--- src/rtl/ev22_pkg.sv ---
// EV22 memory/writeback shared definitions.
// Default widths, register indices and sequencer state encodings.
package ev22_pkg;

  localparam int DATA_W   = 16;
  localparam int SEL_W    = 6;
  localparam int ADDR_W   = 12;
  localparam int W_REG    = 34;
  localparam int NULL_REG = 35;

  typedef logic [1:0] state_t;

  localparam state_t IDLE    = 2'd0;
  localparam state_t RD_WAIT = 2'd1;
  localparam state_t WR_WAIT = 2'd2;

endpackage

--- src/rtl/mem_timeout_cnt.sv ---
// Wait-cycle counter for outstanding data-memory accesses.
// expired is high on the last wait cycle the access may still see an ack.
module mem_timeout_cnt #(
  parameter int TIMEOUT = 255
) (
  input  logic clk,
  input  logic rst,
  input  logic clr,
  input  logic en,
  output logic expired
);

  localparam int CW = $clog2(TIMEOUT + 1);

  logic [CW-1:0] cnt;

  assign expired = (cnt == CW'(TIMEOUT - 1));

  // Count wait cycles without ack, restarting on each new access.
  always_ff @(posedge clk) begin
    if (rst) begin
      cnt <= '0;
    end else if (clr) begin
      cnt <= '0;
    end else if (en && !expired) begin
      cnt <= cnt + CW'(1);
    end
  end

endmodule

--- src/rtl/mem_wb_ctrl.sv ---
// EV22 memory/writeback sequencer (data memory + register-file port).
// Build option PERF_CNT_EN adds the perf_stall counter output.
module mem_wb_ctrl #(
  parameter int DATA_W   = ev22_pkg::DATA_W,
  parameter int SEL_W    = ev22_pkg::SEL_W,
  parameter int ADDR_W   = ev22_pkg::ADDR_W,
  parameter int W_REG    = ev22_pkg::W_REG,
  parameter int NULL_REG = ev22_pkg::NULL_REG,
  parameter int TIMEOUT  = 255
) (
  input  logic              clk,
  input  logic              rst,
  input  logic              in_valid,
  output logic              in_ready,
  input  logic              in_mr,
  input  logic              in_mw,
  input  logic [SEL_W-1:0]  in_sel,
  input  logic [DATA_W-1:0] in_data,
  input  logic [DATA_W-1:0] in_w,
  input  logic [ADDR_W-1:0] in_addr,
  output logic              mem_req,
  output logic              mem_we,
  output logic [ADDR_W-1:0] mem_addr,
  output logic [DATA_W-1:0] mem_wdata,
  input  logic [DATA_W-1:0] mem_rdata,
  input  logic              mem_ack,
  output logic              rf_we,
  output logic [SEL_W-1:0]  rf_sel,
  output logic [DATA_W-1:0] rf_data,
  output logic              err
`ifdef PERF_CNT_EN
  ,
  output logic [15:0]       perf_stall
`endif
);

  import ev22_pkg::*;

  state_t state;
  logic   accept;
  logic   mem_start;
  logic   waiting;
  logic   expired;

  assign in_ready  = (state == IDLE);
  assign accept    = in_valid & in_ready;
  assign mem_start = accept & (in_mr ^ in_mw);
  assign waiting   = (state != IDLE);

  mem_timeout_cnt #(
    .TIMEOUT (TIMEOUT)
  ) u_tmo (
    .clk     (clk),
    .rst     (rst),
    .clr     (mem_start),
    .en      (waiting & ~mem_ack),
    .expired (expired)
  );

  // Sequencer: issue accesses, complete or abort them, drive the rf port.
  always_ff @(posedge clk) begin
    if (rst) begin
      state     <= IDLE;
      mem_req   <= 1'b0;
      mem_we    <= 1'b0;
      mem_addr  <= '0;
      mem_wdata <= '0;
      rf_we     <= 1'b0;
      rf_sel    <= SEL_W'(NULL_REG);
      rf_data   <= '0;
      err       <= 1'b0;
    end else begin
      rf_we <= 1'b0;
      case (state)
        IDLE: begin
          if (accept) begin
            if (in_mr && in_mw) begin
              err <= 1'b1;
            end else if (in_mr) begin
              mem_addr <= in_addr;
              mem_req  <= 1'b1;
              mem_we   <= 1'b0;
              state    <= RD_WAIT;
            end else if (in_mw) begin
              mem_addr  <= in_addr;
              mem_wdata <= in_w;
              mem_req   <= 1'b1;
              mem_we    <= 1'b1;
              state     <= WR_WAIT;
            end else begin
              rf_we   <= (in_sel != SEL_W'(NULL_REG));
              rf_sel  <= in_sel;
              rf_data <= in_data;
            end
          end
        end
        RD_WAIT: begin
          if (mem_ack) begin
            mem_req <= 1'b0;
            rf_we   <= 1'b1;
            rf_sel  <= SEL_W'(W_REG);
            rf_data <= mem_rdata;
            state   <= IDLE;
          end else if (expired) begin
            mem_req <= 1'b0;
            err     <= 1'b1;
            state   <= IDLE;
          end
        end
        WR_WAIT: begin
          if (mem_ack) begin
            mem_req <= 1'b0;
            state   <= IDLE;
          end else if (expired) begin
            mem_req <= 1'b0;
            err     <= 1'b1;
            state   <= IDLE;
          end
        end
        default: begin
          mem_req <= 1'b0;
          state   <= IDLE;
        end
      endcase
    end
  end

`ifdef PERF_CNT_EN
  // Saturating count of cycles where execute is held off.
  always_ff @(posedge clk) begin
    if (rst) begin
      perf_stall <= '0;
    end else if (in_valid && !in_ready && perf_stall != 16'hFFFF) begin
      perf_stall <= perf_stall + 16'd1;
    end
  end
`endif

endmodule
--- config.mk ---
export PLATFORM = sky130hd
export DESIGN_NAME = mem_wb_ctrl
export DESIGN_NICKNAME = d
export VERILOG_FILES = /design/src/rtl/ev22_pkg.sv /design/src/rtl/mem_timeout_cnt.sv /design/src/rtl/mem_wb_ctrl.sv
export SDC_FILE = /design/constraint.sdc
export NUM_CORES = 1
export LEC_CHECK = 0
export CAP_MARGIN = 15
export CORE_MARGIN = 1.5
export CORE_UTILIZATION = 45
export CTS_CLUSTER_DIAMETER = 120
export DETAILED_ROUTE_END_ITERATION = 16
export PLACE_DENSITY = 0.86
export SETUP_SLACK_MARGIN = 0.3
export SLEW_MARGIN = 5
export SYNTH_ARGS = -nofsm -noshare
export SYNTH_HDL_FRONTEND = slang
export SYNTH_SLANG_ARGS = --single-unit
--- constraint.sdc ---
create_clock -name clk -period 3.9 [get_ports clk]
set_clock_uncertainty 0.05 [all_clocks]
set_input_delay 1.17 -clock clk [delete_from_list [all_inputs] [get_ports clk]]
set_output_delay 1.17 -clock clk [all_outputs]
set_load 0.05 [all_outputs]
==> results of run 1 <==
## power groups by stage
stage | Combinational (mW) | Clock [mW] | Sequential (mW)
after global placement | 0.947 | 0 | 0.805
after global routing | 1.03 | 0.675 | 0.805
after detailed placement | 0.968 | 0 | 0.810
after floorplan | 0.369 | 0 | 1.10
after CTS | 0.976 | 0.644 | 0.796
final | 0.972 | 0.635 | 0.796
## synth_stat cells (3+ instances only)
cell type | n | area (um^2)
o21ai_0 | 3 | 15.0
inv_1 | 8 | 30.0
nor2_1 | 26 | 97.6
a211oi_1 | 3 | 22.5
a211oi_2 | 15 | 188
nand2b_1 | 7 | 43.8
buf_6 | 3 | 33.8
nor3_1 | 5 | 25.0
xor2_1 | 4 | 35.0
nand2_1 | 45 | 169
clkbuf_1 | 15 | 56.3
mux2i_1 | 18 | 180
nand3_1 | 22 | 110
dfxtp_1 | 64 | 1280
a21oi_1 | 38 | 190
ha_1 | 5 | 62.6
## state kept, by name, indices dropped and copies added (netlist names)
| signal | flops |
|---|---|
| mem_req | 1 |
| err | 1 |
| state | 2 |
| mem_wdata | 16 |
| u_tmo.cnt | 8 |
| rf_data | 16 |
| rf_sel | 6 |
| rf_we | 1 |
| mem_addr | 12 |
| mem_we | 1 |
## metrics by stage
stage	total power, mW	instance area [um^2]	instances	hold slack (ns)	worst slack (ns)
finish	2.40	4310	511	0.404	0.638
global route	2.51	4310	511	0.425	0.543
CTS	2.42	4310	511	0.405	0.642
detailed placement	1.78	4090	496	0.395	0.440
global placement	1.75	4090	496	0.391	0.561
floorplan	1.47	2790	313	0.402	1.27
## worst register-to-register path, cell delays in order (launching register included)
cell,delay [ns]
dfxtp_1,0.37
inv_1,0.06
ha_1,0.35
nor2_2,0.28
o21ai_0,0.21
or4_1,0.54
a21oi_1,0.14
## layer usage
layer  vias up  global-route usage (%)  wire length [um]
met3        16                    7.33               621
met1      1206                    26.4              3100
li1       1326                       -                 -
met4         0                    10.0               145
met5         -                       0                 0
met2        94                    36.0              3550
## cell families after synthesis
group	share of synthesized area [%]
compound gates	19.0
mux	6.45
fa+ha+maj	2.24
buf+inv	5.20
xor+xnor	1.57
flops	45.9
simple gates	19.7
## area by class of cell
type                            instances  area share (%)
Clock buffer                           12            3.60
Sequential cell                        64            29.7
Inverter                                8           0.696
Tap cell                               75            2.18
Multi-Input combinational cell        218            32.0
Timing Repair Buffer                  131            30.3
Clock inverter                          3            1.51
## worst max-delay path by stage
stage	to	slack, ns	cells after the start
finish	in_ready	0.64	3
global route	in_ready	0.54	3
CTS	in_ready	0.64	3
detailed placement	rf_data[3]	0.44	7
global placement	rf_data[15]	0.56	7
floorplan	rf_data[0]	1.27	6
==> results.md, run 1 <==
- Overall Global Routing Usage: about 22%
- Share of total power in sequential cells: roughly 33%
- R2R Path Start: state[0]
- CP required: approximately 2.7 ns
- CTS Sinks: 64
- Critical path type: reg -> out
- Final Critical Period: around 3.3 ns
- Arrival @ worst endpoint: between 2 and 2.5 ns
- Worst Path Buf+Inv: 2
- Commonest cells after routing, fill and taps aside: clkdlybuf4s50_1, dfxtp_1, nand2_1
- Most common cell after layout, fill and taps aside: clkdlybuf4s50_1
- Worst hold path class: reg -> reg
- Syn_nets: 390
- Core Box Area: approximately 6000 um^2
- Unique masters post-synth: 40
- Die Width: around 82 um
- Setup crit start: state[1]
- Setup TNS: 0 ns
- WL/cell: 14.5 um
- Leakage power: between 1.5 and 2 nW
- Root cell of the clock tree: clkbuf_8
- Post_cts resized: 0
- Worst R2R End: u_tmo.cnt[7]
- Status: completed
- Sequential cell area: 1280 um^2
- Max-cap violations: 0
- Crit share post-route: 83.6%
- Deepest clock path buffer count: 2
- Worst reg-to-reg setup slack: approximately 1.8 ns
- Via count: 2,642
- Antenna violations before repair: 0
- Port buffer count: around 130
- Hold_buf cts: 0
- Crit path cell chain: inv_1, ha_1, clkdlybuf4s50_1
- CTS tree: built
- Clock Latency Late Sink: ~0.34 ns
- Residual DRC: 0
- Syn Area/Cell: between 8 and 9 um^2
- WL final: about 7400 um
- R2r worst-path depth: 6
- Switching portion of total power: 37.5%
- Post-DP HPWL: between 5000 and 6000 um
- Share of layout cells above drive strength 1: between 8 and 9%
- Design internal power: roughly 1.5 mW
- CP startpoint kind: flip-flop
- Die Ht: around 80 um
- Fmax: between 300 and 400 MHz
- Die area: approximately 6700 um^2
- Slowest cell delay on critical path: between 0.8 and 0.9 ns
- RSZ-0062 raised after global routing: no
- Worst vdd ir: 0.348 mV
- # Post-CTS Setup Buffers: 0
- Ports: approximately 130
- Final Setup Violations: 0
- H-tree depth: 3
- Slew @ Worst Pin: about 0.69 ns
- Post-synth EDFFs: 0
- Crit-path slowest cell: clkdlybuf4s50_1
- Worst Setup End Kind: primary output
- Yosys warns: 0
- Final core occ: 72.4%
- Synth Instances: 313
- Sequential-to-total area share from yosys stat: a little under half
- Layout area overhead: 54.4%
- Cell Area, Synth: between 2000 and 3000 um^2
- Antenna fix cells: 0
- Hold Crit Endpoint: mem_addr[5]
- Worst-path clk slew: 0.07 ns
- Slew Limit Fails: 0
- Clock share of power: a little over a quarter
- Yosys reg bits: 64
- First-pass GRT wire length: around 11,000 um
- P per Cell Area: 557 nW/um^2
- Grt ovf: 0
- CP max FO: 11
- FFs w/ async S/R, synth: 0%
- Detailed Routing Iterations Pass 1: 4
- Avg Vias per Cell: just over 5
- GPL Wtd Cong: around 0.74
- Hold Crit Depth: 2
- Routed Antenna Nets: 0
- Row cnt: 28
- Largest net degree at the start of global routing: 45
- Delay-heaviest family, CP: buffers and inverters
- Fill cell count: between 400 and 500
- P_sw: roughly 900 uW
- Final hold viol count: 0
- Vias in the first global route: roughly 2,400
- Total CTS buffers: 9
- Multi-input gate area in the final layout: between 1000 and 1500 um^2
- Initial Utilization: a little under half
- Most used DFF post-synth: dfxtp_1
- Min-delay src: mem_addr[5]
- Comb pwr share: roughly two fifths
- DR iter-0 viols: 66
- Fin nets: approximately 510
- Max_slew headroom: 54.2%
Power figures use the tool's default switching activity.
==> run 2: changes to the inputs <==
Settings changed: CORE_UTILIZATION 45 to 37, PLACE_DENSITY 0.86 to 0.76.
Clock period 3.9 ns to 2.6 ns, I/O delays scaled along.
==> results.md, run 2 (synthesized netlist as in run 1, its figures left out) <==
- Worst-path clk slew: 0.06 ns (was 0.07 ns)
- Fin nets: 524 (was 509)
- Crit share post-route: roughly 85%
- Die Width: 89.9 um (was 81.8 um)
- R2R Path Start: u_tmo.cnt[0] (was state[0])
- Critical path type: in -> reg (was reg -> out)
- Total Power: 3.40 mW (was 2.40 mW)
- Post-DP HPWL: 5470 um (was 5280 um)
- Antenna violations before repair: 0 (unchanged)
- Arrival @ worst endpoint: 2.41 ns (was 2.04 ns)
- Detailed Routing Iterations Pass 1: 4 (unchanged)
- CP startpoint kind: primary input (was flip-flop)
- R2r worst-path depth: 6 (unchanged)
- GPL Wtd Cong: 0.818 (was 0.739)
- Worst reg-to-reg setup slack: 0.71 ns (was 1.84 ns)
- Max_slew headroom: 63.2% (was 54.2%)
- Crit-path slowest cell: or4b_4 (was clkdlybuf4s50_1)
- Grt ovf: 0 (unchanged)
- Worst Setup End Kind: flip-flop (was primary output)
- Status: completed (unchanged)
- Via count: 2,695 (was 2,642)
- Cell Area, Placed: 4220 um^2 (was 4090 um^2)
- Final hold viol count: 0 (unchanged)
- CP required: 2.81 ns (was 2.68 ns)
- P per Cell Area: 774 nW/um^2 (was 557 nW/um^2)
- Hold_buf cts: 0 (unchanged)
- Worst R2R End: u_tmo.cnt[7] (unchanged)
- Port buffer count: 126 (unchanged)
- Design area: 4390 um^2 (was 4310 um^2)
- Deepest clock path buffer count: 2 (unchanged)
- Hold Crit Depth: 2 (unchanged)
- Top flop regs: mem_wdata x16, rf_data x16, mem_addr x12 (unchanged)
- Worst vdd ir: 0.326 mV (was 0.348 mV)
- Antenna fix cells: 0 (unchanged)
- Clock Latency Late Sink: 0.33 ns (was 0.34 ns)
- RSZ-0062 raised after global routing: no (unchanged)
- CP max FO: 8 (was 11)
- Crit path cell chain: dlygate4sd2_1, ha_2, or4b_4, a21oi_4, buf_6, buf_16, nor3_1, a21oi_1 (was inv_1, ha_1, clkdlybuf4s50_1)
- Largest net degree at the start of global routing: 37 (was 45)
- Setup TNS: 0 ns (unchanged)
- Routed Antenna Nets: 0 (unchanged)
- Vias in the first global route: 2,720 (was 2,412)
- Overall Global Routing Usage: 19.7% (was 22.1%)
- Max-cap violations: 0 (unchanged)
- CTS Sinks: 64 (unchanged)
- Die Ht: 89.9 um (was 81.8 um)
- Total CTS buffers: 9 (unchanged)
- Most common cell after layout, fill and taps aside: clkdlybuf4s50_1 (unchanged)
- Final Critical Period: 2.20 ns
- Leakage power: 1.80 nW (was 1.51 nW)
- Residual DRC: 0 (unchanged)
- Hold Crit Endpoint: mem_addr[3] (was mem_addr[5])
- Ports: 127 (unchanged)
- Min-delay src: mem_addr[3] (was mem_addr[5])
- DR iter-0 viols: 81 (was 66)
- Share of layout cells above drive strength 1: 12.0% (was 8.94%)
- CTS tree: built (unchanged)
- Slew @ Worst Pin: 0.554 ns (was 0.687 ns)
- Root cell of the clock tree: clkbuf_8 (unchanged)
- Slowest cell delay on critical path: 0.49 ns (was 0.89 ns)
- Layout area overhead: 57.3% (was 54.4%)
- First-pass GRT wire length: 12,900 um (was 11,200 um)
- Commonest cells after routing, fill and taps aside: clkdlybuf4s50_1, dfxtp_1, dlygate4sd2_1 (was clkdlybuf4s50_1, dfxtp_1, nand2_1)
- Initial Utilization: 38.3% (was 46.9%)
- WL final: 7760 um (was 7420 um)
- WHS: 0.401 ns (was 0.404 ns)
- Fmax: ~450 MHz
- Final Setup Violations: 0 (unchanged)
- Die area: 8080 um^2 (was 6690 um^2)
- Avg Vias per Cell: 4.91 (was 5.17)
- Core Box Area: 7290 um^2 (was 5960 um^2)
- Row cnt: 31 (was 28)
- Slew Limit Fails: 0 (unchanged)
- H-tree depth: 3 (unchanged)
- Worst hold path class: reg -> reg (unchanged)
- Fill cell count: 690 (was 471)
- WL/cell: 14.1 um (was 14.5 um)
## run 2: cell type report
| type | count | area, um^2 | share of cell area (%) |
|---|---|---|---|
| clock buffers | 13 | 149 | 3.39 |
| clock inverters | 1 | 5.00 | 0.114 |
| inverters | 8 | 30.0 | 0.684 |
| multi-input cells | 218 | 1390 | 31.6 |
| flip-flops and latches | 64 | 1280 | 29.2 |
| well taps | 99 | 124 | 2.82 |
| repair buffers | 146 | 1420 | 32.3 |
## run 2: critical path: cells and delay by family
| family | cells | cell delay, ns |
|---|---|---|
| compound gates | 2 | 0.36 |
| simple gates | 2 | 0.54 |
| fa+ha+maj | 1 | 0.19 |
| buf+inv | 3 | 0.55 |
## run 2: power by group
part	total, mW	switching, mW	leakage, nW	internal, mW
Sequential	1.19	0.0649	0.522	1.12
Clock	0.703	0.342	0.0794	0.361
Combinational	1.51	0.944	1.20	0.564
## run 2: timing repair
action / in CTS / in global routing
setup endpoints to repair: 73 / 8
cloned: 2 / 0
pin swaps: 2 / 2
buffers inserted: 2 / 0
gates resized for setup: 61 / 3
## run 2: routing by layer
metal  share of wire (%)  up-vias  wire [um]  GRT usage, %
li1                    -     1358          -             -
met1                  44     1242       3380          23.2
met2                  48       84       3750          33.1
met3                 6.2       11        482          7.19
met4                 1.7        0        135          6.48
met5                   0        -          0             0
## run 2: how the worst max path moves through the flow
stage                from          end  slack, ns  cells past startpoint
detailed placement  in_mr   rf_data[5]      -0.17                      7
global placement    in_mr  rf_data[15]      -0.13                      7
CTS                 rf_we        rf_we       0.30                      1
global route        in_mr    rf_sel[0]       0.30                      8
finish              in_mr    rf_sel[0]       0.40                      8
floorplan           in_mr   rf_data[0]       0.36                      6
## run 2: stage by stage
| step | util (%) | setup WS, ns | instances |
|---|---|---|---|
| after floorplan | - | 0.356 | 313 |
| after global placement | 57.8 | -0.132 | 531 |
| after detailed placement | 57.8 | -0.169 | 531 |
| after CTS | 60.2 | 0.303 | 549 |
| after global routing | 60.2 | 0.300 | 549 |
| final | 60.2 | 0.395 | 549 |
